### src/rtl/overlay_pkg.sv
// Shared screen geometry, overlay line positions and colour constants.
// Purpose: common definitions; latency: n/a; backpressure: n/a.
package overlay_pkg;

    localparam int SCREEN_W = 1024;
    localparam int SCREEN_H = 768;

    // Line features are LINE_W pixels wide, starting at the listed position
    localparam logic [11:0] LINE_W     = 12'd3;
    localparam logic [11:0] DIVIDER_X  = 12'd512;
    localparam logic [11:0] GRID_X0    = 12'd341;
    localparam logic [11:0] GRID_X1    = 12'd682;
    localparam logic [11:0] GRID_Y0    = 12'd256;
    localparam logic [11:0] GRID_Y1    = 12'd512;
    localparam logic [11:0] DEADZONE_Y = 12'd512;

    localparam logic [23:0] COL_BG       = 24'h000000;
    localparam logic [23:0] COL_DIVIDER  = 24'hFFFFFF;
    localparam logic [23:0] COL_GRID     = 24'h505050;
    localparam logic [23:0] COL_DEADZONE = 24'h303030;
    localparam logic [23:0] COL_NODEPTH  = 24'h808080;
    localparam logic [23:0] COL_NEAR     = 24'hFF0000;
    localparam logic [23:0] COL_MID      = 24'h00FF00;
    localparam logic [23:0] COL_FAR      = 24'h0000FF;

    function automatic logic in_band(input logic [11:0] p, input logic [11:0] lo);
        return (p >= lo) && (p < lo + LINE_W);
    endfunction

endpackage

### src/rtl/depth_colour.sv
// Maps a latched hand depth to its marker colour.
// Latency: combinational; backpressure: none.
module depth_colour
    import overlay_pkg::*;
#(
    parameter int          W      = 16,
    parameter int unsigned Z_NEAR = 800,
    parameter int unsigned Z_FAR  = 1600
) (
    input  logic [W-1:0] z,
    output logic [23:0]  colour
);
    localparam logic [W-1:0] NEAR = W'(Z_NEAR);
    localparam logic [W-1:0] FAR  = W'(Z_FAR);

    always_comb begin
        colour = COL_FAR;
        if (z == '0)
            colour = COL_NODEPTH;
        else if (z < NEAR)
            colour = COL_NEAR;
        else if (z < FAR)
            colour = COL_MID;
    end

endmodule

### src/rtl/hand_overlay_renderer.sv
// Draws depth-coloured hand markers, grid, divider and dead-zone over the XVGA raster.
// Latency: 2 cycles raster-in to pixel-out; backpressure: none, free-running raster.
module hand_overlay_renderer
    import overlay_pkg::*;
#(
    parameter int          NUM_HANDS   = 2,
    parameter int          COORD_W     = 16,
    parameter int          BLOB_SIZE   = 64,
    parameter int          SCALE_SHIFT = 1,
    parameter int          SCALE_MUL   = 3,
    parameter int          HOLD_FRAMES = 8,
    parameter int unsigned Z_NEAR      = 16'd800,
    parameter int unsigned Z_FAR       = 16'd1600
) (
    input  logic                         vclock,
    input  logic                         reset_n,
    input  logic [10:0]                  hcount,
    input  logic [9:0]                   vcount,
    input  logic                         hsync,
    input  logic                         vsync,
    input  logic                         blank,
    input  logic [NUM_HANDS*COORD_W-1:0] hand_x,
    input  logic [NUM_HANDS*COORD_W-1:0] hand_y,
    input  logic [NUM_HANDS*COORD_W-1:0] hand_z,
    input  logic [NUM_HANDS-1:0]         hand_valid,
    input  logic                         show_grid,
    input  logic                         show_deadzone,
    output logic                         phsync,
    output logic                         pvsync,
    output logic                         pblank,
    output logic [23:0]                  pixel,
    output logic                         frame_strobe
);
    localparam int          SW   = COORD_W + 2;
    localparam logic [7:0]  HOLD = 8'(HOLD_FRAMES);
    localparam logic [11:0] BLOB = 12'(BLOB_SIZE);

    // Camera-to-screen mapping, saturating at the last visible row/column
    function automatic logic [11:0] to_screen(input logic [COORD_W-1:0] c, input int lim);
        logic [SW-1:0] s;
        s = ({2'b00, c} >> SCALE_SHIFT) * SW'(SCALE_MUL);
        return (s > SW'(lim - 1)) ? 12'(lim - 1) : 12'(s);
    endfunction

    logic                 vsync_d;
    logic                 fall;
    logic [11:0]          x_disp [NUM_HANDS];
    logic [11:0]          y_disp [NUM_HANDS];
    logic [COORD_W-1:0]   z_lat  [NUM_HANDS];
    logic [7:0]           age    [NUM_HANDS];
    logic [23:0]          hand_col [NUM_HANDS];
    logic [NUM_HANDS-1:0] visible;

    assign fall = vsync_d & ~vsync;

    always_ff @(posedge vclock) begin
        if (!reset_n) begin
            vsync_d      <= 1'b1;
            frame_strobe <= 1'b0;
            for (int i = 0; i < NUM_HANDS; i++) begin
                x_disp[i] <= '0;
                y_disp[i] <= '0;
                z_lat[i]  <= '0;
                age[i]    <= HOLD;
            end
        end else begin
            vsync_d      <= vsync;
            frame_strobe <= fall;
            if (fall) begin
                for (int i = 0; i < NUM_HANDS; i++) begin
                    x_disp[i] <= to_screen(hand_x[i*COORD_W +: COORD_W], SCREEN_W);
                    y_disp[i] <= to_screen(hand_y[i*COORD_W +: COORD_W], SCREEN_H);
                    z_lat[i]  <= hand_z[i*COORD_W +: COORD_W];
                    if (hand_valid[i])
                        age[i] <= '0;
                    else if (age[i] < HOLD)
                        age[i] <= age[i] + 8'd1;
                end
            end
        end
    end

    always_comb begin
        for (int i = 0; i < NUM_HANDS; i++)
            visible[i] = (age[i] < HOLD);
    end

    for (genvar g = 0; g < NUM_HANDS; g++) begin : g_col
        depth_colour #(
            .W      (COORD_W),
            .Z_NEAR (Z_NEAR),
            .Z_FAR  (Z_FAR)
        ) u_depth_colour (
            .z      (z_lat[g]),
            .colour (hand_col[g])
        );
    end

    // Stage 1: hit detection on 12-bit widened coordinates so edge markers never wrap
    logic [11:0]          h_w, v_w;
    logic [NUM_HANDS-1:0] hit_hand;
    logic                 hit_div, hit_grid, hit_dz;

    assign h_w = {1'b0, hcount};
    assign v_w = {2'b00, vcount};

    always_comb begin
        for (int i = 0; i < NUM_HANDS; i++)
            hit_hand[i] = visible[i]
                        && (h_w >= x_disp[i]) && (h_w < x_disp[i] + BLOB)
                        && (v_w >= y_disp[i]) && (v_w < y_disp[i] + BLOB);
        hit_div  = in_band(h_w, DIVIDER_X);
        hit_grid = show_grid && (in_band(h_w, GRID_X0) || in_band(h_w, GRID_X1)
                              || in_band(v_w, GRID_Y0) || in_band(v_w, GRID_Y1));
        hit_dz   = show_deadzone && (v_w >= DEADZONE_Y);
    end

    logic [NUM_HANDS-1:0] s1_hand;
    logic                 s1_div, s1_grid, s1_dz;
    logic                 s1_hsync, s1_vsync, s1_blank;

    always_ff @(posedge vclock) begin
        if (!reset_n) begin
            s1_hand  <= '0;
            s1_div   <= 1'b0;
            s1_grid  <= 1'b0;
            s1_dz    <= 1'b0;
            s1_hsync <= 1'b1;
            s1_vsync <= 1'b1;
            s1_blank <= 1'b1;
        end else begin
            s1_hand  <= hit_hand;
            s1_div   <= hit_div;
            s1_grid  <= hit_grid;
            s1_dz    <= hit_dz;
            s1_hsync <= hsync;
            s1_vsync <= vsync;
            s1_blank <= blank;
        end
    end

    // Stage 2: priority compositing, lowest hand index on top
    logic [23:0] colour;

    always_comb begin
        colour = COL_BG;
        if (s1_dz)
            colour = COL_DEADZONE;
        if (s1_grid)
            colour = COL_GRID;
        if (s1_div)
            colour = COL_DIVIDER;
        for (int i = NUM_HANDS - 1; i >= 0; i--)
            if (s1_hand[i])
                colour = hand_col[i];
        if (s1_blank)
            colour = COL_BG;
    end

    always_ff @(posedge vclock) begin
        if (!reset_n) begin
            pixel  <= '0;
            phsync <= 1'b1;
            pvsync <= 1'b1;
            pblank <= 1'b1;
        end else begin
            pixel  <= colour;
            phsync <= s1_hsync;
            pvsync <= s1_vsync;
            pblank <= s1_blank;
        end
    end

endmodule
### config.mk
export PLATFORM = sky130hd
export DESIGN_NAME = hand_overlay_renderer
export DESIGN_NICKNAME = d
export VERILOG_FILES = /design/src/rtl/overlay_pkg.sv /design/src/rtl/depth_colour.sv /design/src/rtl/hand_overlay_renderer.sv
export SDC_FILE = /design/constraint.sdc
export NUM_CORES = 1
export LEC_CHECK = 0
export ABC_AREA = 0
export BUFFER_PORTS_ARGS = -buffer_cell sky130_fd_sc_hd__buf_4
export CELL_PAD_IN_SITES_DETAIL_PLACEMENT = 1
export CELL_PAD_IN_SITES_GLOBAL_PLACEMENT = 2
export CORE_AREA = 2 2 158 160
export CTS_BUF_LIST = sky130_fd_sc_hd__clkbuf_2 sky130_fd_sc_hd__clkbuf_4 sky130_fd_sc_hd__clkbuf_8
export CTS_CLUSTER_DIAMETER = 60
export DETAILED_ROUTE_END_ITERATION = 10
export DIE_AREA = 0 0 160 162
export PLACE_DENSITY_LB_ADDON = 0.1
export SYNTH_ARGS = -nofsm -noshare
export SYNTH_HDL_FRONTEND = slang
export SYNTH_SLANG_ARGS = --single-unit
### constraint.sdc
create_clock -name vclock -period 14.3 [get_ports vclock]
set_input_delay 2.86 -clock vclock [delete_from_list [all_inputs] [get_ports vclock]]
set_output_delay 2.86 -clock vclock [all_outputs]
set_load 0.1 [all_outputs]
# Yosys cells after proc, flatten, opt, wreduce, memory -nomap -nowiden
# Memories as Yosys holds them, arrays and structs flattened.
# Cells that the tools add are included.
[word_totals] output_inout_bits=28 ramBits=96 memories=4 reg_bits=36 word_cells=135
[classes] reduce_logical=21 bitwise=13 addsub=6 order_cmp=28 multipliers=4 n_mux=47
[mem_list] memory="z_lat" words=2 word_bits=16 read_ports=2 rd_clocked_by_memory_dff=0 write_ports=2 line_no="hand_overlay_renderer.sv:49" rtl="logic [COORD_W-1:0] z_lat [NUM_HANDS];"
[mem_list] memory="x_disp" words=2 word_bits=12 read_ports=2 rd_clocked_by_memory_dff=0 write_ports=2 line_no="hand_overlay_renderer.sv:47" rtl="logic [11:0] x_disp [NUM_HANDS];"
[mem_list] memory="y_disp" words=2 word_bits=12 read_ports=2 rd_clocked_by_memory_dff=0 write_ports=2 line_no="hand_overlay_renderer.sv:48" rtl="logic [11:0] y_disp [NUM_HANDS];"
[mem_list] memory="age" words=2 word_bits=8 read_ports=2 rd_clocked_by_memory_dff=0 write_ports=2 line_no="hand_overlay_renderer.sv:50" rtl="logic [7:0] age [NUM_HANDS];"
[op_table] cell="$mux W24" count=8
[op_table] cell="$mux W12" count=8
[op_table] cell="$gt A17 B10 Y1 const B" count=4
[op_table] cell="$mul A15 B2 Y17 const B" count=4
[op_table] cell="$mux W16" count=4
[op_table] cell="$add A12 B7 Y12 const B" count=4
[op_table] cell="$logic_not A16 Y1" count=2
[op_table] cell="$lt A16 B10 Y1 const B" count=2
[op_table] cell="$lt A16 B11 Y1 const B" count=2
[op_table] cell="$mux W8" count=4
[op_table] cell="$ge A10 B12 Y1" count=2
[op_table] cell="$ge A11 B12 Y1" count=2
[op_table] cell="$lt A10 B12 Y1" count=2
[op_table] cell="$lt A11 B12 Y1" count=2
[op_table] cell="$ge A11 B10 Y1 const B" count=2
[op_table] cell="$lt A11 B10 Y1 const B" count=2
[op_table] cell="$mux W1" count=22
[op_table] cell="$mux W22" count=1
[op_table] cell="$add A8 B1 Y8 const B" count=2
[op_table] cell="$lt A8 B4 Y1 const B" count=2
[op_table] cell="$logic_and A1 B1 Y1" count=15
[op_table] cell="$ge A11 B9 Y1 const B" count=1
[op_table] cell="$lt A11 B9 Y1 const B" count=1
[op_table] cell="$ge A10 B10 Y1 const B" count=1
[op_table] cell="other kinds (8)" count=20

# Longest topological paths before layout
# Gate-level depths: netlist (run 1).
# An unclocked memory read counts as a cell.
[depth] word_depth=8 depth_mapped=11 ltp_nobuf=11

# Hierarchy
# From an unflattened synthesis (run 1), not the netlist that was laid out.
[unflattened] hier_cells=1076 area_unflattened_um2=10133.5
[modules_own_cells] module="hand_overlay_renderer" instances=1 area_per_inst_um2=9628.0 cells_each=1008 seq_area_each_um2=3603.5
[modules_own_cells] module="depth_colour" instances=2 area_per_inst_um2=252.7 cells_each=34 seq_area_each_um2=0.0

# Least setup slack after synthesis (run 1)
# Ideal clock, no wire load.
[synth_path] kind="in2reg" startpoint="input port vsync" endpoint="memory x_disp[0][0] (enable)" slack_ns=5.201 n_path_buf=0 cell_stages=1 required_time_ns=13.671 arrival_time_ns=8.471 cell_sequence="o21ai_0"
[synth_lines] element="start: declaration" line_no="hand_overlay_renderer.sv:20" rtl="input logic vsync,"
[synth_lines] element="end: declaration" line_no="hand_overlay_renderer.sv:47"

==> run_results.csv, run 1 <==
group,metric,value,unit
timing,whs,0.4281,ns
global_routing,grt_antenna_before_repair,0,
timing,timing.fmax,171.4,MHz
clock_network,cts_tree,"built",
logic_synthesis,syn_area,9559,um2
finish,diodes,0,
finish,final_common_cell,"buf_4",
logic_synthesis,syn-mean-instance-area,9.409,um2
setup_path,slowest_delay,0.86,ns
finish,final_core_util,47.54,%
routing,wl_per_cell,16.12,um
logic_synthesis,synth_mux_area_share,0.6283,%
pwr,clkPwrFrac,32.4,%
routing,drtAntennaViolNets,0,
pwr,p_int,0.0007023,W
finish,fin_nets,1436,
floorplan,core_area,24110,um2
logic_synthesis,synth_top_flop_cell,"edfxtp_1",
floorplan,die_w,160,um
timing,fin_crit,5.836,ns
logic_synthesis,yosys.area_share.simple,17.08,%
routing,drt-initial-drc-count,270,
setup_path,setup.worst_path.end_class,"flip-flop",
logic_synthesis,synth_top_cells_by_area,"edfxtp_1 (30%), ha_1 (17%), dfxtp_1 (5.7%), a21oi_1 (4.0%), inv_1 (3.3%)",
floorplan,ios,154,
routing,drc,0,
global_routing,grt_overflow,0,
flow_run,drv_cap,0,
timing,setup_violations,0,
clock_network,post_cts_resized,0,
timing,tns,0,ns
logic_synthesis,synth_cell_types,65,
finish,final_cell_mix,"buf_4 (151), ha_1 (130), edfxtp_1 (96), inv_1 (85), a21oi_1 (76)",
clock_network,cts_buffers,17,
floorplan,die_y,162,um
floorplan,dieArea,25920,um2
clock_network,clk_pin_slew,0.08,ns
pwr,p_switching,0.0003255,W
logic_synthesis,synth_top_family_by_area,"compound AO/OA/AOI/OAI gates",
clock_network,clk_latency,0.45,ns
place,place_hpwl,19320,um
finish,drive_gt1_share,16.82,%
floorplan,placementRows,57,
timing,hold_violations,0,
logic_synthesis,synth-compound-area-share,18.97,%
timing,slew_headroom,26.70,%
logic_synthesis,synth_xor_area_share,4.948,%
place,placement.io_buffers,149,
timing,slew_viol_final,0,
logic_synthesis,synth_top_area_cell,"edfxtp_1",
timing,skew,0.01862,ns
clock_network,root_buffer,"clkbuf_8",
pwr,power_leakage,5.029,nW
hold_path,hold_class,"reg -> reg",
logic_synthesis,synth_fa_ha_area_share,17.85,%
pwr,combPwrFrac,26.8,%
global_routing,grt_pass1_wl,40510,um
logic_synthesis,synth_edf_count,96,
timing,worst-slew-pin-transition,1.092,ns
global_routing,grt.total_usage,19.16,%
clock_network,postCtsSetupRepairBufs,0,
place,place_congestion,0.7653,
routing,vias,8041,
pwr,power.share.sequential,40.8,%
clock_network,ctsHtreeMaxLevel,4,
routing,drt_first_pass_iters,5,
logic_synthesis,ys_seq_area_share,35.81,%
pwr,power_per_cell_area,89.69,nW/um2
timing,period_share,40.81,%
logic_synthesis,synthCells,1016,
pwr,vdd_ir_drop_max,0.00005241,V
logic_synthesis,netlist.area_leader.share,30.16,%
logic_synthesis,async_flop_share,0,%
clock_network,cts_sinks,123,
finish,fill_cells,2859,
finish,stdcell_count,1513,
setup_path,cp.required,14.46,ns
global_routing,grt_max_degree,81,
routing,wl,24390,um
clock_network,clockBufferDepth,2,
place,dp.cells,1481,
setup_path,critical_path_arrival,5.99,ns
pwr,p_sw_share,31.67,%
setup_path,path_max_fanout,8,
global_routing,grt_pass1_vias,8229,
setup_path,cp_cell_sequence,"buf_4 > ha_1 > fa_1 > a211oi_1 > o21a_1 > o21ai_0 > a31oi_1 > mux2i_1 > nand4_1 > a311oi_1 > a21oi_1",
logic_synthesis,ys_ff_latch,123,
finish,syn_to_final_growth,19.88,%
floorplan,initial_core_util,39.66,%
timing,rsz0062_at_grt,"no",
setup_path,crit_path_start_kind,"primary input",
logic_synthesis,yosysWarnings,0,
clock_network,holdBufCountCts,0,
setup_path,slowest_stage,"a311oi_1",
run_status,outcome,"finished, final reports clean",
routing,viasPerCell,5.315,
setup_path,worstSetupPathType,"in -> reg",
==> synth_stat cells (all sizes together), types with 4 or more instances <==
master	n
a21oi	76
nor2b	11
a31oi	23
nor2	71
edfxtp	96
o22ai	4
nand2	55
dfxtp	27
a211oi	11
and4	4
o21a	20
a21o	15
or3	8
fa	4
nor3	28
o21bai	6
xor2	21
nand4	14
ha	130
buf	9
and3	10
a2111oi	12
a21boi	4
o31ai	4
or4	7
nor4	13
inv	85
o211ai	9
nand3	28
nand2b	14
nor4b	5
a221oi	7
clkbuf	16
or2	4
o21ai	62
and2	33
mux2i	6
xnor2	33
==> cells by family (layout without fill, tap and decap cells) <==
kind of cell	after synthesis	in the layout
AOI/OAI and AO/OA	276	276
xor gates and xnor gates	54	54
adders and majority gates	134	134
buffers and inverters	110	268
DFF	123	123
muxes	6	6
other	1	16
and+or+nand+nor	312	312
==> path summary, 6_finish.rpt <==
path | from | endpoint | slack (ns) | cells after the start
max | hand_x[17] | x_disp[0][13] | 8.46 | 11
min | s1_hsync | phsync | 0.43 | 1
max reg2reg | x_disp[0][1] | s1_hand[0] | 11.50 | 10
min reg2reg | s1_hsync | phsync | 0.43 | 1
==> final cells by class <==
cell class	count	area, um2	share of cell area [%]
multi-input cells	798	5757	50.23
repair buffers	151	1134	9.892
inverters	85	319.1	2.784
clock buffers	17	234.0	2.042
well taps	324	405.4	3.538
flip-flops and latches	123	3423	29.87
clock inverters	15	187.7	1.638
==> metal layers <==
| metal | vias to the layer above | track usage, % | part of all wire [%] | wire length (um) |
|---|---|---|---|---|
| li1 | 4070 | - | - | - |
| met1 | 3823 | 25.48 | 48 | 11650 |
| met2 | 130 | 32.82 | 48 | 11640 |
| met3 | 18 | 2.911 | 3.5 | 857 |
| met4 | 0 | 4.832 | 1.0 | 247 |
| met5 | - | 0 | 0 | 0 |
==> stage by stage <==
| step | total power (W) | setup slack [ns] | instance area [um2] |
|---|---|---|---|
| floorplan | 0.0006163 | 5.201 | 9615 |
| global placement | 0.0006968 | 8.046 | 11040 |
| detailed placement | 0.0007042 | 7.971 | 11040 |
| CTS | 0.001040 | 8.446 | 11460 |
| global route | 0.001092 | 8.118 | 11460 |
| finish | 0.001028 | 8.464 | 11460 |
==> sequential cells by signal, indices dropped and copies added (netlist names) <==
register / flops
age: 16
phsync: 1
z_lat: 32
s1_dz: 1
s1_vsync: 1
pixel: 15
s1_blank: 1
s1_div: 1
frame_strobe: 1
s1_hand: 2
pblank: 1
x_disp: 24
pvsync: 1
y_disp: 24
s1_hsync: 1
s1_grid: 1
==> power groups by stage <==
stage | registers [W] | logic (W) | clock network, W
after floorplan | 0.000431 | 0.000185 | 0
after global placement | 0.000427 | 0.000270 | 0
after detailed placement | 0.000428 | 0.000276 | 0
after CTS | 0.000420 | 0.000279 | 0.000342
after global routing | 0.000422 | 0.000314 | 0.000356
final | 0.000419 | 0.000276 | 0.000333
==> critical path: cells and delay by family <==
kind / cells / cell delay [ns]
AOI/OAI and AO/OA: 6 / 1.95
adders and majority gates: 2 / 0.65
and+or+nand+nor: 1 / 0.16
buffers and inverters: 1 / 0.12
muxes: 1 / 0.24
No activity file was read; power rests on OpenSTA's default activity.
==> run 2: changes to the inputs <==
- ABC_AREA: 0 -> 1
- CORE_AREA: 2 2 158 160 -> 2 2 188 190
- DIE_AREA: 0 0 160 162 -> 0 0 190 192
- clock period: 14.3 -> 5.2 ns (I/O delays scaled with it)
==> run 2 against run 1 <==
Worst setup slack lost 6.4 ns. Die area grew 41%. Critical path type unchanged. Largest power group unchanged. First-iteration DRC count shrank 2.2%. Global-route usage shrank 3.9 points. Flip-flop and latch count is the same. Non-clock buffer count is the same. Register-to-register slack lost 8.4 ns. Utilization shrank 11 points.
==> run_results.csv, run 2 <==
group,metric,value,unit
logic_synthesis,synth_edf_count,96,
run_status,outcome,"finished, final reports clean",
pwr,vdd_ir_drop_max,0.0001411,V
finish,final_common_cell,"nand2_1",
global_routing,grt_overflow,0,
pwr,p_switching,0.0009725,W
timing,tns,0,ns
finish,syn_to_final_growth,19.37,%
timing,timing.fmax,319.9,MHz
logic_synthesis,synth_cell_types,49,
place,place_congestion,0.7542,
setup_path,crit_path_start_kind,"primary input",
setup_path,cp.required,5.39,ns
timing,setup_violations,0,
routing,wl,27080,um
clock_network,post_cts_resized,0,
timing,fin_crit,3.126,ns
pwr,combPwrFrac,29.9,%
floorplan,dieArea,36480,um2
logic_synthesis,yosysMostFrequentCell,"nand2_1",
clock_network,ctsHtreeMaxLevel,4,
setup_path,setup.worst_path.end_class,"flip-flop",
global_routing,grt_pass1_wl,45130,um
pwr,power.share.sequential,40.6,%
global_routing,grt_pass1_vias,9287,
logic_synthesis,netlist.area_leader.share,27.43,%
clock_network,cts_tree,"built",
setup_path,cp_cell_sequence,"buf_4 > ha_1 > fa_1 > nand3_1 > nand2_1 > a21oi_1 > inv_1 > nand3_1 > nand2_1 > nand2_1 > nand3_1 > nor2_1 > nand3_2 > nor2_1 > nor2_1",
setup_path,worstSetupPathType,"in -> reg",
logic_synthesis,ys_ff_latch,123,
timing,worst-slew-pin-transition,1.096,ns
finish,drive_gt1_share,14.04,%
timing,whs,0.4191,ns
finish,diodes,0,
finish,top_register,"z_lat",
logic_synthesis,synthCells,1422,
global_routing,grt_max_degree,81,
routing,vias,9229,
pwr,power_per_cell_area,226.4,nW/um2
place,pre_cts_ws,1.621,ns
floorplan,core_area,34290,um2
finish,reg_top3,"z_lat (32), x_disp (24), y_disp (24)",
routing,drc,0,
clock_network,clk_pin_slew,0.07,ns
routing,drt_first_pass_iters,4,
finish,fin_nets,1849,
clock_network,root_buffer,"clkbuf_8",
place,placement.io_buffers,149,
logic_synthesis,yosysWarnings,0,
place,placed_area,12170,um2
timing,rsz0062_at_grt,"no",
logic_synthesis,synth_top_area_cell,"edfxtp_1",
floorplan,die_w,190,um
timing,period_share,60.11,%
global_routing,grt_antenna_before_repair,0,
pwr,p_int,0.001868,W
clock_network,clk_latency,0.46,ns
logic_synthesis,ys_seq_area_share,32.57,%
logic_synthesis,syn-mean-instance-area,7.391,um2
timing,setup_ws,2.074,ns
clock_network,clockBufferDepth,2,
setup_path,critical_path_arrival,3.31,ns
global_routing,grt.total_usage,15.28,%
timing,skew,0.01453,ns
clock_network,cts_sinks,123,
pwr,p_sw_share,34.23,%
place,place_hpwl,22660,um
hold_path,hold_class,"reg -> reg",
finish,final_cell_mix,"nand2_1 (302), inv_1 (264), nor2_1 (171), buf_4 (151), ha_1 (130)",
finish,largest_reg_flops,32,
logic_synthesis,async_flop_share,0,%
setup_path,path_max_fanout,10,
logic_synthesis,synth_top_cells_by_area,"edfxtp_1 (27%), ha_1 (15%), nand2_1 (11%), inv_1 (9.4%), nor2_1 (6.1%)",
finish,design_area,12550,um2
routing,drtAntennaViolNets,0,
floorplan,ios,154,
pwr,power_leakage,6.482,nW
floorplan,die_y,192,um
timing,slew_headroom,26.90,%
setup_path,slowest_stage,"fa_1",
logic_synthesis,syn_area,10510,um2
pwr,clkPwrFrac,29.5,%
routing,viasPerCell,4.487,
timing,hold_violations,0,
timing,slew_viol_final,0,
logic_synthesis,synth_top_flop_cell,"edfxtp_1",
clock_network,holdBufCountCts,0,
clock_network,postCtsSetupRepairBufs,0,
floorplan,initial_core_util,30.65,%
routing,drt-initial-drc-count,264,
floorplan,placementRows,68,
logic_synthesis,synthTopCellsByCount,"nand2_1 (303), inv_1 (264), nor2_1 (171)",
routing,wl_per_cell,13.16,um
flow_run,drv_cap,0,
setup_path,slowest_delay,0.41,ns
clock_network,cts_buffers,17,
[run 2: changes by cell type in the layout (fill, tap and decap cells not counted), sizes merged, moves of 20 or more]
cell,previous run,this run
nor2,71,179
nand2,55,315
nand4,14,40
nand3,28,107
o21ai,62,39
xnor2,33,11
o21a,20,0
inv,90,274
and2,33,2
[run 2: critical path, delay by kind of cell]
family | cells | cell delay, ns
AOI/OAI and AO/OA | 1 | 0.21
adders and majority gates | 2 | 0.65
buffers and inverters | 2 | 0.24
and+or+nand+nor | 10 | 1.17
[run 2: stage by stage]
stage / instances / utilization (%) / power [W]
global route: 2057 / 36.59 / 0.003054
CTS: 2057 / 36.59 / 0.002892
detailed placement: 2025 / 35.48 / 0.002038
floorplan: 1437 / - / 0.001756
finish: 2057 / 36.59 / 0.002841
global placement: 2025 / 35.48 / 0.002023
[run 2: logic make-up (layout without fill, tap and decap cells)]
group                    Yosys count  count (layout)  synth area share, %
flip-flops                       123             123                32.57
other                              1              16              0.03568
AO/OA/AOI/OAI                    148             148                8.024
XOR/XNOR                          38              38                3.238
buffers and inverters            286             451                10.62
AND/OR/NAND/NOR                  692             692                29.27
adder cells (fa/ha/maj)          134             134                16.24
[run 2: path summary, 6_finish.rpt]
kind / to / slack, ns / start / cells past startpoint
worst max register to register: s1_hand[0] / 3.10 / x_disp[0][6] / 12
worst min register to register: phsync / 0.42 / s1_hsync / 1
worst max-delay path: x_disp[0][7] / 2.07 / hand_x[1] / 15
worst min-delay path: phsync / 0.42 / s1_hsync / 1
[run 2: layout make-up]
cell class | instances | area (um2)
clock inverter | 15 | 145.1
sequential | 123 | 3423
clock buffer | 17 | 234.0
tap | 455 | 569.3
timing repair buffer | 151 | 1134
fill | 4309 | 21740
multi-input combinational | 1028 | 6035
inverter | 268 | 1006
[run 2: power groups by stage]
| stage | Combinational [W] | Sequential, W | Clock, W |
|---|---|---|---|
| 2_1_floorplan | 0.000574 | 0.00118 | 0 |
| 6_report | 0.000849 | 0.00115 | 0.000837 |
| 5_1_grt | 0.000987 | 0.00116 | 0.000905 |
| 4_1_cts | 0.000867 | 0.00116 | 0.000869 |
| 3_5_place_dp | 0.000861 | 0.00118 | 0 |
| 3_3_place_gp | 0.000847 | 0.00118 | 0 |
[run 2: per-layer routing]
| metal | track usage, % | wire (um) | up-vias |
|---|---|---|---|
| met4 | 3.578 | 250 | 0 |
| met5 | 0 | 0 | - |
| met1 | 20.70 | 13840 | 4128 |
| li1 | - | - | 4969 |
| met3 | 2.083 | 709 | 15 |
| met2 | 25.76 | 12280 | 117 |
